## src/rtl/watch_ctrl_pkg.sv

```systemverilog
// rtl/watch_ctrl_pkg.sv - mode encoding and default timing constants for the watch set controller
package watch_ctrl_pkg;

    typedef enum logic [1:0] {
        RUN     = 2'd0,
        SET_HR  = 2'd1,
        SET_MIN = 2'd2,
        SET_SEC = 2'd3
    } mode_e;

    localparam int CNT_W_DEF         = 14;
    localparam int HOLD_TICKS_DEF    = 500;
    localparam int REPEAT_TICKS_DEF  = 100;
    localparam int TIMEOUT_TICKS_DEF = 10000;
    localparam int BLINK_TICKS_DEF   = 250;

    function automatic mode_e next_mode(input mode_e m);
        case (m)
            RUN:     return SET_HR;
            SET_HR:  return SET_MIN;
            SET_MIN: return SET_SEC;
            default: return RUN;
        endcase
    endfunction

endpackage

```

## src/rtl/btn_autorepeat.sv

```systemverilog
// rtl/btn_autorepeat.sv - hold-then-repeat strobe generator for the adjust button
module btn_autorepeat #(
    parameter int CNT_W        = 14,
    parameter int HOLD_TICKS   = 500,
    parameter int REPEAT_TICKS = 100
) (
    input  logic clk,
    input  logic rst_n,
    input  logic tick,
    input  logic en,
    input  logic press,
    input  logic held,
    output logic strobe
);
    localparam logic [CNT_W-1:0] HOLD_C = CNT_W'(HOLD_TICKS);
    localparam logic [CNT_W-1:0] REP_C  = CNT_W'(REPEAT_TICKS);

    logic [CNT_W-1:0] hold_cnt;
    logic [CNT_W-1:0] rep_cnt;
    logic             locked;
    logic             counting;
    logic             fire;

    // A hold that began while disabled stays locked out until the button is released.
    assign counting = en && held && !locked && tick;
    assign fire     = counting && ((hold_cnt == HOLD_C - 1'b1) ||
                                   (hold_cnt == HOLD_C && rep_cnt == REP_C - 1'b1));
    assign strobe   = en && (press || fire);

    always_ff @(posedge clk) begin
        if (!rst_n) begin
            hold_cnt <= '0;
            rep_cnt  <= '0;
            locked   <= 1'b0;
        end else if (!en) begin
            hold_cnt <= '0;
            rep_cnt  <= '0;
            locked   <= held;
        end else if (!held) begin
            hold_cnt <= '0;
            rep_cnt  <= '0;
            locked   <= 1'b0;
        end else if (counting) begin
            if (hold_cnt != HOLD_C)
                hold_cnt <= hold_cnt + 1'b1;
            else if (rep_cnt == REP_C - 1'b1)
                rep_cnt <= '0;
            else
                rep_cnt <= rep_cnt + 1'b1;
        end
    end

endmodule

```

## src/rtl/watch_set_controller.sv

```systemverilog
// rtl/watch_set_controller.sv - mode FSM, idle timeout, blink timer and adjust strobe decode
module watch_set_controller
    import watch_ctrl_pkg::*;
#(
    parameter int CNT_W         = CNT_W_DEF,
    parameter int HOLD_TICKS    = HOLD_TICKS_DEF,
    parameter int REPEAT_TICKS  = REPEAT_TICKS_DEF,
    parameter int TIMEOUT_TICKS = TIMEOUT_TICKS_DEF,
    parameter int BLINK_TICKS   = BLINK_TICKS_DEF
) (
    input  logic       clk,
    input  logic       rst_n,
    input  logic       tick,
    input  logic       mode_down,
    input  logic       adj_down,
    input  logic       adj_state,
    output logic [1:0] state_o,
    output logic       run_en,
    output logic       inc_hr,
    output logic       inc_min,
    output logic       clr_sec,
    output logic       blink
);
    localparam int CNT_MAX = (1 << CNT_W);

    if (HOLD_TICKS < 1 || HOLD_TICKS >= CNT_MAX || REPEAT_TICKS < 1 || REPEAT_TICKS >= CNT_MAX ||
        TIMEOUT_TICKS < 1 || TIMEOUT_TICKS >= CNT_MAX || BLINK_TICKS < 1 || BLINK_TICKS >= CNT_MAX)
    begin : g_bad_ticks
        $error("watch_set_controller: tick parameter out of range for CNT_W");
    end

    localparam logic [CNT_W-1:0] TO_C = CNT_W'(TIMEOUT_TICKS);
    localparam logic [CNT_W-1:0] BL_C = CNT_W'(BLINK_TICKS);

    mode_e            state;
    logic [CNT_W-1:0] idle_cnt;
    logic [CNT_W-1:0] blink_cnt;
    logic             rep_en;
    logic             rep_strobe;
    logic             adj_fire;
    logic             timeout;

    assign rep_en   = (state == SET_HR || state == SET_MIN) && !mode_down;
    assign adj_fire = !mode_down && ((state == SET_SEC) ? adj_down : rep_strobe);
    assign timeout  = (state != RUN) && !mode_down && !adj_down && !adj_state &&
                      tick && (idle_cnt == TO_C - 1'b1);
    assign state_o  = state;

    btn_autorepeat #(
        .CNT_W        (CNT_W),
        .HOLD_TICKS   (HOLD_TICKS),
        .REPEAT_TICKS (REPEAT_TICKS)
    ) u_autorepeat (
        .clk    (clk),
        .rst_n  (rst_n),
        .tick   (tick),
        .en     (rep_en),
        .press  (adj_down),
        .held   (adj_state),
        .strobe (rep_strobe)
    );

    always_ff @(posedge clk) begin
        if (!rst_n) begin
            state     <= RUN;
            run_en    <= 1'b1;
            inc_hr    <= 1'b0;
            inc_min   <= 1'b0;
            clr_sec   <= 1'b0;
            blink     <= 1'b0;
            idle_cnt  <= '0;
            blink_cnt <= '0;
        end else begin
            inc_hr  <= adj_fire && (state == SET_HR);
            inc_min <= adj_fire && (state == SET_MIN);
            clr_sec <= adj_fire && (state == SET_SEC);

            if (state == RUN || adj_down || adj_state)
                idle_cnt <= '0;
            else if (tick)
                idle_cnt <= idle_cnt + 1'b1;

            if (state != RUN && tick) begin
                if (blink_cnt == BL_C - 1'b1) begin
                    blink_cnt <= '0;
                    blink     <= ~blink;
                end else begin
                    blink_cnt <= blink_cnt + 1'b1;
                end
            end

            // Any state entry restarts the idle and blink phases from zero.
            if (mode_down || timeout) begin
                state     <= mode_down ? next_mode(state) : RUN;
                run_en    <= mode_down ? (next_mode(state) == RUN) : 1'b1;
                idle_cnt  <= '0;
                blink_cnt <= '0;
                blink     <= 1'b0;
            end
        end
    end

endmodule

```

## config.mk

```make
export PLATFORM = sky130hd
export DESIGN_NAME = watch_set_controller
export DESIGN_NICKNAME = d
export VERILOG_FILES = /design/src/rtl/watch_ctrl_pkg.sv /design/src/rtl/btn_autorepeat.sv /design/src/rtl/watch_set_controller.sv
export SDC_FILE = /design/constraint.sdc
export NUM_CORES = 1
export LEC_CHECK = 0
export CORE_ASPECT_RATIO = 1.25
export CORE_UTILIZATION = 54
export CTS_CLUSTER_SIZE = 24
export DETAILED_ROUTE_END_ITERATION = 8
export PLACE_DENSITY = 0.75
export SETUP_SLACK_MARGIN = 0.2
export SYNTH_ARGS = -nofsm -noshare
export SYNTH_HDL_FRONTEND = slang
export SYNTH_SLANG_ARGS = --single-unit
export TNS_END_PERCENT = 10
```

## constraint.sdc

```tcl
create_clock -name clk -period 2.6 [get_ports clk]
set_clock_uncertainty 0.2 [all_clocks]
set_input_delay 0.78 -clock clk [delete_from_list [all_inputs] [get_ports clk]]
set_output_delay 0.78 -clock clk [all_outputs]
set_load 0.01 [all_outputs]
```

==> results.md <==
* Flop-to-flop setup slack at 0.33 ns
* Overflow after GRT at 0
* Final core occ at 68.9%
* Synth Net Count at 371
* Leading area contributor after synthesis: dfxtp_1
* Worst Hold End: u_autorepeat.locked$_SDFFE_PN0P_
* Number of vias per cell at 5.57
* Total of warnings raised by yosys at 0
* Final wirelength at 6240 um
* VDD IR max at 0.435 mV
* Gr usage total at 22.6%
* Setup Viol. Count Final at 0
* CTS Root Cell: clkbuf_8
* Final net count at 416
* Leakage at 1.31 nW
* Delay-heaviest family, CP: buffers and inverters
* Crit Path Category: flop to output port
* Io pins at 13
* Top area cells in the synthesized netlist: dfxtp_1 (42%), nor2_1 (7.2%), xnor2_1 (6.9%), xor2_1 (6.6%), ha_1 (4.5%)
* Fin. max-slew vios at 0
* Internal Power at 1.61 mW
* Reg2reg end: inc_hr$_SDFF_PN0_
* Die Width at 69.3 um
* Arr. time, crit path at 1.32 ns
* Drt initial violations at 121
* Cells on worst reg2reg path at 5
* Layout cell share with drive strength beyond 1 at 15.6%
* Post-route ant nets at 0
* WHS Path Cells at 2
* Hold Crit Start: u_autorepeat.locked$_SDFFE_PN0P_
* Die area at 5970 um2
* Initial antenna violation count at 0
* H-tree depth at 3
* Core Region at 5440 um2
* Final Hold Viols at 0
* Worst R2R Start: u_autorepeat.hold_cnt[9]$_SDFFE_PN0P_
* Seq/Total Area, Yosys at 41.9%
* Max_slew headroom at 74.6%
* First-pass GRT wire length at 10900 um
* Slew of the pin with the lowest slew margin at 0.378 ns
* Number of max-cap violations at 0
* Worst-case clock buffer depth at 2
* Vias in the first global route at 2477
* Placed cell area at 3490 um2
* N_diodes at 0
* Mapped Area at 3060 um2
* Syn Inst Count at 354
* # DRC at 0
* Comb power frac at 5.6%
* Commonest non-fill, non-tap cells in the layout: dfxtp_1 (63), nor2_1 (59), buf_4 (30)
* Sw frac at 21.9%
* Initial core utilization at 56.2%
* Critical Path Fanout Max at 5
* Final instance area at 3750 um2
* Ys flop type: dfxtp_1
* Via count at 2608
* TritonCTS buffer count at 9
* Area grow syn2layout at 22.6%
* Slowest Stage Delay on Critical Path at 0.57 ns
* Post-synth ARST share at 0%
* Outcome: finished, final reports clean
* CP Cell Sequence: clkdlybuf4s50_1
* FMAX at 434 MHz
* #FFs+latches synth at 64
* Yosys top cell area share at 41.9%
* CTS tree: yes
* Register clock-pin slew on the reported worst setup and hold paths at 0.07 ns
* Row cnt at 30
* CP Data Required Time at 1.62 ns
* Hpwl dp at 4410 um
* RSZ-0062 raised after global routing: true
* Setup Fix Bufs, Post-CTS at 0
* Worst min path class: flop to flop
* CTS sink count at 64
* CP startpoint kind: flop
* Distinct cell type count after synthesis at 43
* First-pass iteration count of the detailed router at 4
* Syn avg cell area at 8.65 um2
* Clk network pwr share at 46.1%
* Seq pwr share at 48.3%
* Height of the die at 86.2 um
* Slowest cell on crit path: clkdlybuf4s50_1
* Worst path buffer plus inverter count at 1
* Routability cong. at 0.797
* EDFF count, synth at 0
* Post-CTS Hold Fix Bufs at 0
* Clk Latency, worst-skew pair at 0.35 ns
* IO buf count at 12
* Pwr dens at 549 nW/um2
* Tot Pwr at 2.06 mW
* Crit path time final at 2.30 ns
* Largest net degree at the start of global routing at 15
* Routed len/inst at 13.3 um
* Final worst-path cycle share at 88.6%
* Most common cell after layout, fill and taps aside: dfxtp_1
* CP endpoint kind: output port
* Net switching power at 451 uW
per-stage QoR:
step	instances	setup slack (ns)	setup TNS (ns)	hold slack (ns)
6_report	468	0.296	0	0.249
3_3_place_gp	451	-0.114	-1.32	0.226
4_1_cts	468	0.138	0	0.257
5_1_grt	468	0.172	0	0.296
3_5_place_dp	451	-0.202	-3.86	0.247
2_1_floorplan	354	0.204	0	0.216
worst min-delay path, delay by kind of cell (launching register included):
| kind | cells | cell delay [ns] |
|---|---|---|
| flip-flops | 1 | 0.31 |
| buffers and inverters | 1 | 0.05 |
| AO/OA/AOI/OAI | 1 | 0.05 |
state kept, by name (all words and copies together), names as in the netlist:
name	count
blink	1
blink_cnt	14
clr_sec	1
idle_cnt	14
inc_hr	1
inc_min	1
run_en	1
state_o	2
u_autorepeat.hold_cnt	14
u_autorepeat.locked	1
u_autorepeat.rep_cnt	14
kinds of logic (layout without fill, tap and decap cells):
family / after synthesis / after routing / synth area share, %
simple gates: 186 / 187 / 32.1
compound gates: 22 / 22 / 4.54
xor+xnor: 47 / 47 / 13.5
buf+inv: 22 / 71 / 2.86
mux: 2 / 2 / 0.654
flops: 64 / 64 / 41.9
fa+ha+maj: 11 / 11 / 4.50
Yosys cell counts (all sizes together), types with 8 or more instances:
cell type / number
dfxtp: 64
nor4: 8
nor3: 13
ha: 11
nand2: 25
nand4: 15
nor2: 59
inv: 12
xor2: 23
xnor2: 24
nand3: 25
and3: 8
cell type report:
cell class              instances  area (um2)
inverters                      12        45.0
repair buffers                 43         368
clock buffers                  11         141
fillers                       434        1690
flip-flops and latches         64        1280
well taps                      64        80.1
clock inverters                 5        80.1
multi-input cells             269        1750
worst max-delay path by stage:
stage,startpoint,to,depth (start not counted)
6_report,state_o[1]$_SDFFE_PN0P_,state_o[1],1
5_1_grt,state_o[1]$_SDFFE_PN0P_,u_autorepeat.hold_cnt[11]$_SDFFE_PN0P_,8
4_1_cts,tick,u_autorepeat.rep_cnt[7]$_SDFFE_PN0P_,6
3_5_place_dp,tick,u_autorepeat.rep_cnt[7]$_SDFFE_PN0P_,6
3_3_place_gp,tick,u_autorepeat.rep_cnt[7]$_SDFFE_PN0P_,6
2_1_floorplan,state_o[0]$_SDFFE_PN0P_,u_autorepeat.rep_cnt[7]$_SDFFE_PN0P_,9
per-layer routing:
layer  part of all wire, %  global-route usage, %
met4                   2.1                   11.9
met2                    48                   36.6
met5                     0                      0
met3                   3.2                   4.42
met1                    46                   28.6
power groups by stage:
stage	Combinational [mW]	Clock, mW	Sequential (mW)
2_1_floorplan	0.0557	0	1.02
3_3_place_gp	0.108	0	1.02
3_5_place_dp	0.111	0	1.02
4_1_cts	0.114	0.964	0.994
5_1_grt	0.126	1.01	0.996
6_report	0.115	0.951	0.995
what timing repair did:
action / 4_1_cts / 5_1_grt
endpoints found under the hold margin: 0 / 0
gates resized for setup: 1 / 8
setup endpoints to repair: 16 / 37
pin swaps: 1 / 0
cloned: 1 / 0
No activity file was read; power rests on OpenSTA's default activity.
